[src/rtl/uart_phy_if.sv]
// Byte-side and line-side signal bundle for uart_phy.
// The PHY uses the slave view; the upstream peripheral or a bench uses the master view.
interface uart_phy_if;
  logic       RX;
  logic       TX;
  logic       send_data;
  logic [7:0] tx_data;
  logic       tx_done;
  logic       tx_busy;
  logic       rx_done;
  logic [7:0] rx_data;
  logic       frame_err;

  modport slave (
    input  RX, send_data, tx_data,
    output TX, tx_done, tx_busy, rx_done, rx_data, frame_err
  );

  modport master (
    output RX, send_data, tx_data,
    input  TX, tx_done, tx_busy, rx_done, rx_data, frame_err
  );
endinterface

[src/rtl/uart_phy.sv]
// 8N1 UART transceiver at a fixed baud: independent TX and RX FSMs,
// a 2-flop RX synchronizer, start-bit glitch rejection and stop-bit check.
module uart_phy #(
  parameter int unsigned CLK_FREQ = 50_000_000,
  parameter int unsigned UART_BPS = 9600
) (
  input  logic       clk,
  input  logic       rst_n,
  uart_phy_if.slave  bus
);

  localparam int unsigned BAUD_DIV = CLK_FREQ / UART_BPS;
  localparam int unsigned CW       = $clog2(BAUD_DIV) + 1;
  localparam logic [CW-1:0] BIT_LAST  = CW'(BAUD_DIV - 1);
  localparam logic [CW-1:0] HALF_LAST = CW'(BAUD_DIV / 2 - 1);
  localparam logic [CW-1:0] CNT_ONE   = CW'(1);

  typedef enum logic [1:0] {
    S_IDLE,
    S_START,
    S_DATA,
    S_STOP
  } state_e;

  // ---------------------------------------------------------------- TX
  state_e        tx_state_q, tx_state_d;
  logic [CW-1:0] tx_cnt_q,   tx_cnt_d;
  logic [2:0]    tx_bit_q,   tx_bit_d;
  logic [7:0]    tx_shift_q, tx_shift_d;
  logic          tx_line;
  logic          tx_done_c;

  always_ff @(posedge clk or negedge rst_n) begin
    if (!rst_n) begin
      tx_state_q <= S_IDLE;
      tx_cnt_q   <= '0;
      tx_bit_q   <= '0;
      tx_shift_q <= '0;
    end else begin
      tx_state_q <= tx_state_d;
      tx_cnt_q   <= tx_cnt_d;
      tx_bit_q   <= tx_bit_d;
      tx_shift_q <= tx_shift_d;
    end
  end

  always_comb begin
    tx_state_d = tx_state_q;
    tx_cnt_d   = tx_cnt_q;
    tx_bit_d   = tx_bit_q;
    tx_shift_d = tx_shift_q;
    tx_done_c  = 1'b0;
    unique case (tx_state_q)
      S_IDLE: begin
        tx_cnt_d = '0;
        if (bus.send_data) begin
          tx_shift_d = bus.tx_data;
          tx_bit_d   = '0;
          tx_state_d = S_START;
        end
      end
      S_START: begin
        if (tx_cnt_q == BIT_LAST) begin
          tx_cnt_d   = '0;
          tx_state_d = S_DATA;
        end else begin
          tx_cnt_d = tx_cnt_q + CNT_ONE;
        end
      end
      S_DATA: begin
        if (tx_cnt_q == BIT_LAST) begin
          tx_cnt_d   = '0;
          tx_shift_d = {1'b0, tx_shift_q[7:1]};
          tx_bit_d   = tx_bit_q + 3'd1;
          if (tx_bit_q == 3'd7) tx_state_d = S_STOP;
        end else begin
          tx_cnt_d = tx_cnt_q + CNT_ONE;
        end
      end
      S_STOP: begin
        if (tx_cnt_q == BIT_LAST) begin
          tx_cnt_d   = '0;
          tx_done_c  = 1'b1;
          tx_state_d = S_IDLE;
        end else begin
          tx_cnt_d = tx_cnt_q + CNT_ONE;
        end
      end
      default: tx_state_d = S_IDLE;
    endcase
  end

  // Line decoded from state flops, so an async reset returns TX high at once.
  always_comb begin
    tx_line = 1'b1;
    unique case (tx_state_q)
      S_START: tx_line = 1'b0;
      S_DATA:  tx_line = tx_shift_q[0];
      default: tx_line = 1'b1;
    endcase
  end

  assign bus.TX      = tx_line;
  assign bus.tx_busy = (tx_state_q != S_IDLE);
  assign bus.tx_done = tx_done_c;

  // ---------------------------------------------------------------- RX
  logic          rx_meta_q, rx_s_q, rx_prev_q;
  state_e        rx_state_q, rx_state_d;
  logic [CW-1:0] rx_cnt_q,   rx_cnt_d;
  logic [2:0]    rx_bit_q,   rx_bit_d;
  logic [7:0]    rx_shift_q, rx_shift_d;
  logic [7:0]    rx_data_q,  rx_data_d;
  logic          rx_done_q,  rx_done_d;
  logic          frame_err_q, frame_err_d;

  always_ff @(posedge clk or negedge rst_n) begin
    if (!rst_n) begin
      rx_meta_q <= 1'b1;
      rx_s_q    <= 1'b1;
      rx_prev_q <= 1'b1;
    end else begin
      rx_meta_q <= bus.RX;
      rx_s_q    <= rx_meta_q;
      rx_prev_q <= rx_s_q;
    end
  end

  always_ff @(posedge clk or negedge rst_n) begin
    if (!rst_n) begin
      rx_state_q  <= S_IDLE;
      rx_cnt_q    <= '0;
      rx_bit_q    <= '0;
      rx_shift_q  <= '0;
      rx_data_q   <= '0;
      rx_done_q   <= 1'b0;
      frame_err_q <= 1'b0;
    end else begin
      rx_state_q  <= rx_state_d;
      rx_cnt_q    <= rx_cnt_d;
      rx_bit_q    <= rx_bit_d;
      rx_shift_q  <= rx_shift_d;
      rx_data_q   <= rx_data_d;
      rx_done_q   <= rx_done_d;
      frame_err_q <= frame_err_d;
    end
  end

  always_comb begin
    rx_state_d  = rx_state_q;
    rx_cnt_d    = rx_cnt_q;
    rx_bit_d    = rx_bit_q;
    rx_shift_d  = rx_shift_q;
    rx_data_d   = rx_data_q;
    rx_done_d   = 1'b0;
    frame_err_d = 1'b0;
    unique case (rx_state_q)
      S_IDLE: begin
        rx_cnt_d = '0;
        if (rx_prev_q && !rx_s_q) rx_state_d = S_START;
      end
      S_START: begin
        // Half-bit check: after this, every sample lands on a bit centre.
        if (rx_cnt_q == HALF_LAST) begin
          rx_cnt_d   = '0;
          rx_bit_d   = '0;
          rx_state_d = rx_s_q ? S_IDLE : S_DATA;
        end else begin
          rx_cnt_d = rx_cnt_q + CNT_ONE;
        end
      end
      S_DATA: begin
        if (rx_cnt_q == BIT_LAST) begin
          rx_cnt_d   = '0;
          rx_shift_d = {rx_s_q, rx_shift_q[7:1]};
          rx_bit_d   = rx_bit_q + 3'd1;
          if (rx_bit_q == 3'd7) rx_state_d = S_STOP;
        end else begin
          rx_cnt_d = rx_cnt_q + CNT_ONE;
        end
      end
      S_STOP: begin
        if (rx_cnt_q == BIT_LAST) begin
          rx_cnt_d   = '0;
          rx_state_d = S_IDLE;
          if (rx_s_q) begin
            rx_data_d = rx_shift_q;
            rx_done_d = 1'b1;
          end else begin
            frame_err_d = 1'b1;
          end
        end else begin
          rx_cnt_d = rx_cnt_q + CNT_ONE;
        end
      end
      default: rx_state_d = S_IDLE;
    endcase
  end

  assign bus.rx_data   = rx_data_q;
  assign bus.rx_done   = rx_done_q;
  assign bus.frame_err = frame_err_q;

endmodule

[src/flat_wrapper.sv]
// flat-port wrapper written by rule: the top's interface ports become plain ports
module uart_phy_flat 
#(
  parameter int unsigned CLK_FREQ = 50_000_000,
  parameter int unsigned UART_BPS = 9600
)
  (clk, rst_n, bus_RX, bus_send_data, bus_tx_data, bus_TX, bus_tx_done, bus_tx_busy, bus_rx_done, bus_rx_data, bus_frame_err);
  uart_phy_if bus_i ();
  input  logic clk;
  input  logic rst_n;
  input wire logic [$bits(bus_i.RX)-1:0] bus_RX;
  input wire logic [$bits(bus_i.send_data)-1:0] bus_send_data;
  input wire logic [$bits(bus_i.tx_data)-1:0] bus_tx_data;
  output wire logic [$bits(bus_i.TX)-1:0] bus_TX;
  output wire logic [$bits(bus_i.tx_done)-1:0] bus_tx_done;
  output wire logic [$bits(bus_i.tx_busy)-1:0] bus_tx_busy;
  output wire logic [$bits(bus_i.rx_done)-1:0] bus_rx_done;
  output wire logic [$bits(bus_i.rx_data)-1:0] bus_rx_data;
  output wire logic [$bits(bus_i.frame_err)-1:0] bus_frame_err;
  assign bus_i.RX = bus_RX;
  assign bus_i.send_data = bus_send_data;
  assign bus_i.tx_data = bus_tx_data;
  assign bus_TX = bus_i.TX;
  assign bus_tx_done = bus_i.tx_done;
  assign bus_tx_busy = bus_i.tx_busy;
  assign bus_rx_done = bus_i.rx_done;
  assign bus_rx_data = bus_i.rx_data;
  assign bus_frame_err = bus_i.frame_err;
  uart_phy #(.CLK_FREQ(CLK_FREQ), .UART_BPS(UART_BPS)) u_core (.clk(clk), .rst_n(rst_n), .bus(bus_i));
endmodule
[config.mk]
export PLATFORM = sky130hd
export DESIGN_NAME = uart_phy_flat
export DESIGN_NICKNAME = d
export VERILOG_FILES = /design/src/rtl/uart_phy_if.sv /design/src/rtl/uart_phy.sv /design/src/flat_wrapper.sv
export SDC_FILE = /design/constraint.sdc
export NUM_CORES = 1
export LEC_CHECK = 0
export ABC_AREA = 1
export CELL_PAD_IN_SITES_DETAIL_PLACEMENT = 0
export CELL_PAD_IN_SITES_GLOBAL_PLACEMENT = 1
export CORE_ASPECT_RATIO = 0.75
export CORE_MARGIN = 5
export CORE_UTILIZATION = 25
export CTS_BUF_LIST = sky130_fd_sc_hd__clkbuf_4
export DETAILED_ROUTE_END_ITERATION = 12
export PLACE_DENSITY = 0.5
export SETUP_SLACK_MARGIN = 0.1
export SYNTH_ARGS = -nofsm -noshare
export SYNTH_HDL_FRONTEND = slang
export SYNTH_SLANG_ARGS = --single-unit
[constraint.sdc]
create_clock -name clk -period 1.9 [get_ports clk]
set_clock_uncertainty 0.2 [all_clocks]
set_input_delay 0.38 -clock clk [delete_from_list [all_inputs] [get_ports clk]]
set_output_delay 0.38 -clock clk [all_outputs]
set_load 0.01 [all_outputs]
==> flow_metrics.py <==
metrics = {
    "route": {
        "viasPerCell": 4.19,
        "drc": 0,
        "antenna_left": 0,
        "drt_iter0_drc": 128,
        "dr.pass1.iters": 4,
        "num_vias": 2917,
        "drt-wirelength-per-cell_um": 12.4,
        "routed_wirelength_mm": 8.63,
    },
    "synth": {
        "syn_avg_cell_area_um2": 8.28,
        "async_flop_share": 1.00,
        "yosysWarnings": 0,
        "synth_most_common_cell": "nand2_1",
        "synth.cell_area_mm2": 0.00347,
        "synth_area_leader_cell": "dfrtp_1",
        "synth_top_cell_area_share": 0.462,
        "yosysUniqueCellTypes": 31,
        "synthTopCellsByArea": "dfrtp_1, nand2_1, ha_1",
        "seq_area_frac_synth": 0.484,
        "ys_ff_latch": 67,
        "netlist_top_cells_count": "nand2_1, dfrtp_1, nor2_1, inv_1, nand3_1",
        "yosys_most_used_dff": "dfrtp_1",
        "syn-num-nets": 447,
        "synth_edf_count": 0,
        "netlist_instances": 419,
    },
    "critical_path": {
        "endpoint_kind": "output port",
        "r2r_slack_ns": -0.13,
        "timing.rr.end": "u_core.tx_cnt_q[12]",
        "crit_family": "flip-flops",
        "start_kind": "flop",
        "crit_arrival_ns": 1.46,
        "worstSetupPathDepth": 6,
        "critPathRequiredTime_ns": 1.32,
        "cp_slowest_cell": "dfrtp_1",
        "startpoint": "u_core.tx_cnt_q[0]",
        "crit_top_cell": "nor2_2",
        "cp_cell_sequence": "ha_4 > nand2_4 > nor2_2 > nand2_2 > nor2_2 > buf_2",
        "crit_buf_inv": 1,
        "critPathKind": "reg2out",
        "crit_end": "bus_tx_done",
        "r2r_cells": 12,
        "crit_fanout": 2,
        "crit_path_max_incr_delay_ns": 0.43,
        "rr_startpoint": "u_core.tx_cnt_q[0]",
    },
    "pwr": {
        "combPwrFrac": 0.498,
        "seqPwrFrac": 0.324,
        "peakVddDrop_uv": 422,
        "switching_share": 0.421,
        "cellPowerDensity_mw_per_mm2": 1110,
        "power.internal_mw": 3.21,
        "p_leak_nw": 2.32,
        "power.share.clock": 0.178,
        "p_sw_mw": 2.33,
    },
    "finish": {
        "fin_cells": 696,
        "n_fill_cell": 1424,
        "fin_nets": 544,
        "diodes": 0,
        "layout-drive-gt1-share": 0.397,
        "syn_to_final_growth_pct": 44.3,
    },
    "grt": {
        "grt_max_degree": 19,
        "grt_overflow_total": 0,
        "grt_pass1_vias": 2925,
        "grt_use_total": 0.106,
        "antenna_found_initial": 0,
        "grt_pass1_wl_mm": 14.1,
    },
    "clock_network": {
        "h-tree-depth": 3,
        "numCtsBuffers": 9,
        "clockBufferDepth": 2,
        "cts_root_buf": "clkbuf_4",
        "tritoncts": "built",
        "clkSinkCount": 67,
        "clkTransAtPathRegs_ns": 0.13,
        "clk_latency_ns": 0.43,
    },
    "status": {
        "outcome": "complete, but fails checks",
        "violations": "setup timing",
    },
    "sta": {
        "hold_viol_final": 0,
        "slew_viol_final": 0,
        "fin_crit_sh": 1.07,
        "worst_slack_ns": -0.136,
        "grt_setup_unrepaired": "true",
        "setup-violations-final": 11,
        "slew_headroom": 0.622,
        "max_freq_mhz": 491,
        "setup-tns-final_ns": -0.684,
        "period_minus_slack_ns": 2.04,
        "worst_slew_pin_slew_ns": 0.567,
    },
    "placement": {
        "io_buffers": 24,
        "place_inst": 654,
        "gp_congestion": 0.740,
        "dp_hpwl_mm": 5.52,
    },
    "die": {
        "die_w_um": 146,
        "row_count": 37,
        "start_util": 0.254,
        "die-area_mm2": 0.0164,
        "core_mm2": 0.0137,
        "fp.dieH_um": 112,
        "io_pins": 25,
    },
    "flow_run": {
        "cap_violations": 0,
    },
    "min_path": {
        "hold_class": "in2reg",
    },
}
## per-layer routing
metal,wire [um],track usage
met5,0,0
met3,325,0.0338
met1,4210,0.144
met4,68,0.0307
met2,4030,0.162
## sequential cells by signal, summed over array words and instances, names as in the netlist, named ones only
name,count
u_core.rx_shift_q,8
u_core.rx_s_q,1
u_core.tx_state_q,2
u_core.tx_shift_q,8
u_core.rx_prev_q,1
u_core.bus.frame_err,1
u_core.bus.rx_done,1
u_core.tx_bit_q,3
u_core.bus.rx_data,8
u_core.rx_meta_q,1
u_core.tx_cnt_q,14
u_core.rx_bit_q,3
u_core.rx_cnt_q,14
u_core.rx_state_q,1
## cells by family after synthesis
logic type,synth area share
compound gates,0.0642
buf+inv,0.0696
xor+xnor,0.0303
flops,0.484
simple gates,0.294
fa+ha+maj,0.0577
## per-stage QoR
stage / hold WS [ns] / power, mW / utilization / setup WS (ns) / cell area, um^2
6_report: 0.142 / 5.54 / 0.366 / -0.136 / 5000
5_1_grt: 0.0820 / 5.97 / 0.366 / -0.278 / 5000
4_1_cts: 0.0898 / 5.01 / 0.337 / -0.221 / 4600
3_5_place_dp: 0.148 / 3.57 / 0.309 / -0.106 / 4220
3_3_place_gp: 0.146 / 3.57 / 0.309 / -0.102 / 4220
2_1_floorplan: -0.116 / 2.92 / - / 0.117 / 3470
## worst min-delay path by stage
| stage | slack, ns | from | endpoint | cells past startpoint |
|---|---|---|---|---|
| 6_report | 0.14 | bus_RX | u_core.rx_meta_q | 1 |
| 5_1_grt | 0.08 | bus_RX | u_core.rx_meta_q | 1 |
| 4_1_cts | 0.09 | bus_RX | u_core.rx_meta_q | 1 |
| 3_5_place_dp | 0.15 | u_core.rx_meta_q | u_core.rx_s_q | 0 |
| 3_3_place_gp | 0.15 | u_core.rx_meta_q | u_core.rx_s_q | 0 |
| 2_1_floorplan | -0.12 | rst_n | asynchronous set/reset pin | 0 |
## power groups by stage
stage	clock [mW]	sequential, mW	combinational [mW]
after global routing	1.10	1.82	3.05
after detailed placement	0	1.78	1.79
after CTS	1.04	1.75	2.21
after floorplan	0	1.77	1.15
after global placement	0	1.77	1.80
final	0.984	1.80	2.76
## layout make-up
cell class	instances	area, um^2	share of cell area
clock buffer	9	67.6	0.0135
clock inverter	7	75.1	0.0150
inverter	50	208	0.0415
multi-input combinational	300	1970	0.394
sequential	67	1680	0.337
tap	175	219	0.0438
timing repair buffer	88	779	0.156
## what timing repair did
action / CTS / global route
gates cloned: 3 / 1
pin swaps: 21 / 37
hold buffers: 1 / 0
hold endpoints to repair: 11 / 0
buffers inserted: 10 / 14
endpoints found under the setup margin: 61 / 63
resized for setup: 63 / 93
## cells in the final DEF (no fill, tap or decap), types with 3 or more instances in the layout
cell,count
o21ai_2,14
buf_4,48
clkdlybuf4s50_1,10
xor2_1,10
buf_12,3
buf_2,3
ha_4,6
nor2_1,34
nand3_2,3
inv_6,4
nor2_2,26
dfstp_2,3
inv_1,36
dlygate4sd2_1,10
nand2_1,102
a21oi_2,4
buf_6,13
nand3_1,19
ha_1,8
nand2_4,11
nor2_4,7
o21ai_1,6
dfrtp_2,3
dfrtp_1,61
inv_2,9
nand4_1,4
clkbuf_4,9
nand2_8,3
nand3_4,4
nand2_2,19
clkinvlp_4,3
o21ai_0,5
Power figures use the tool's default switching activity.
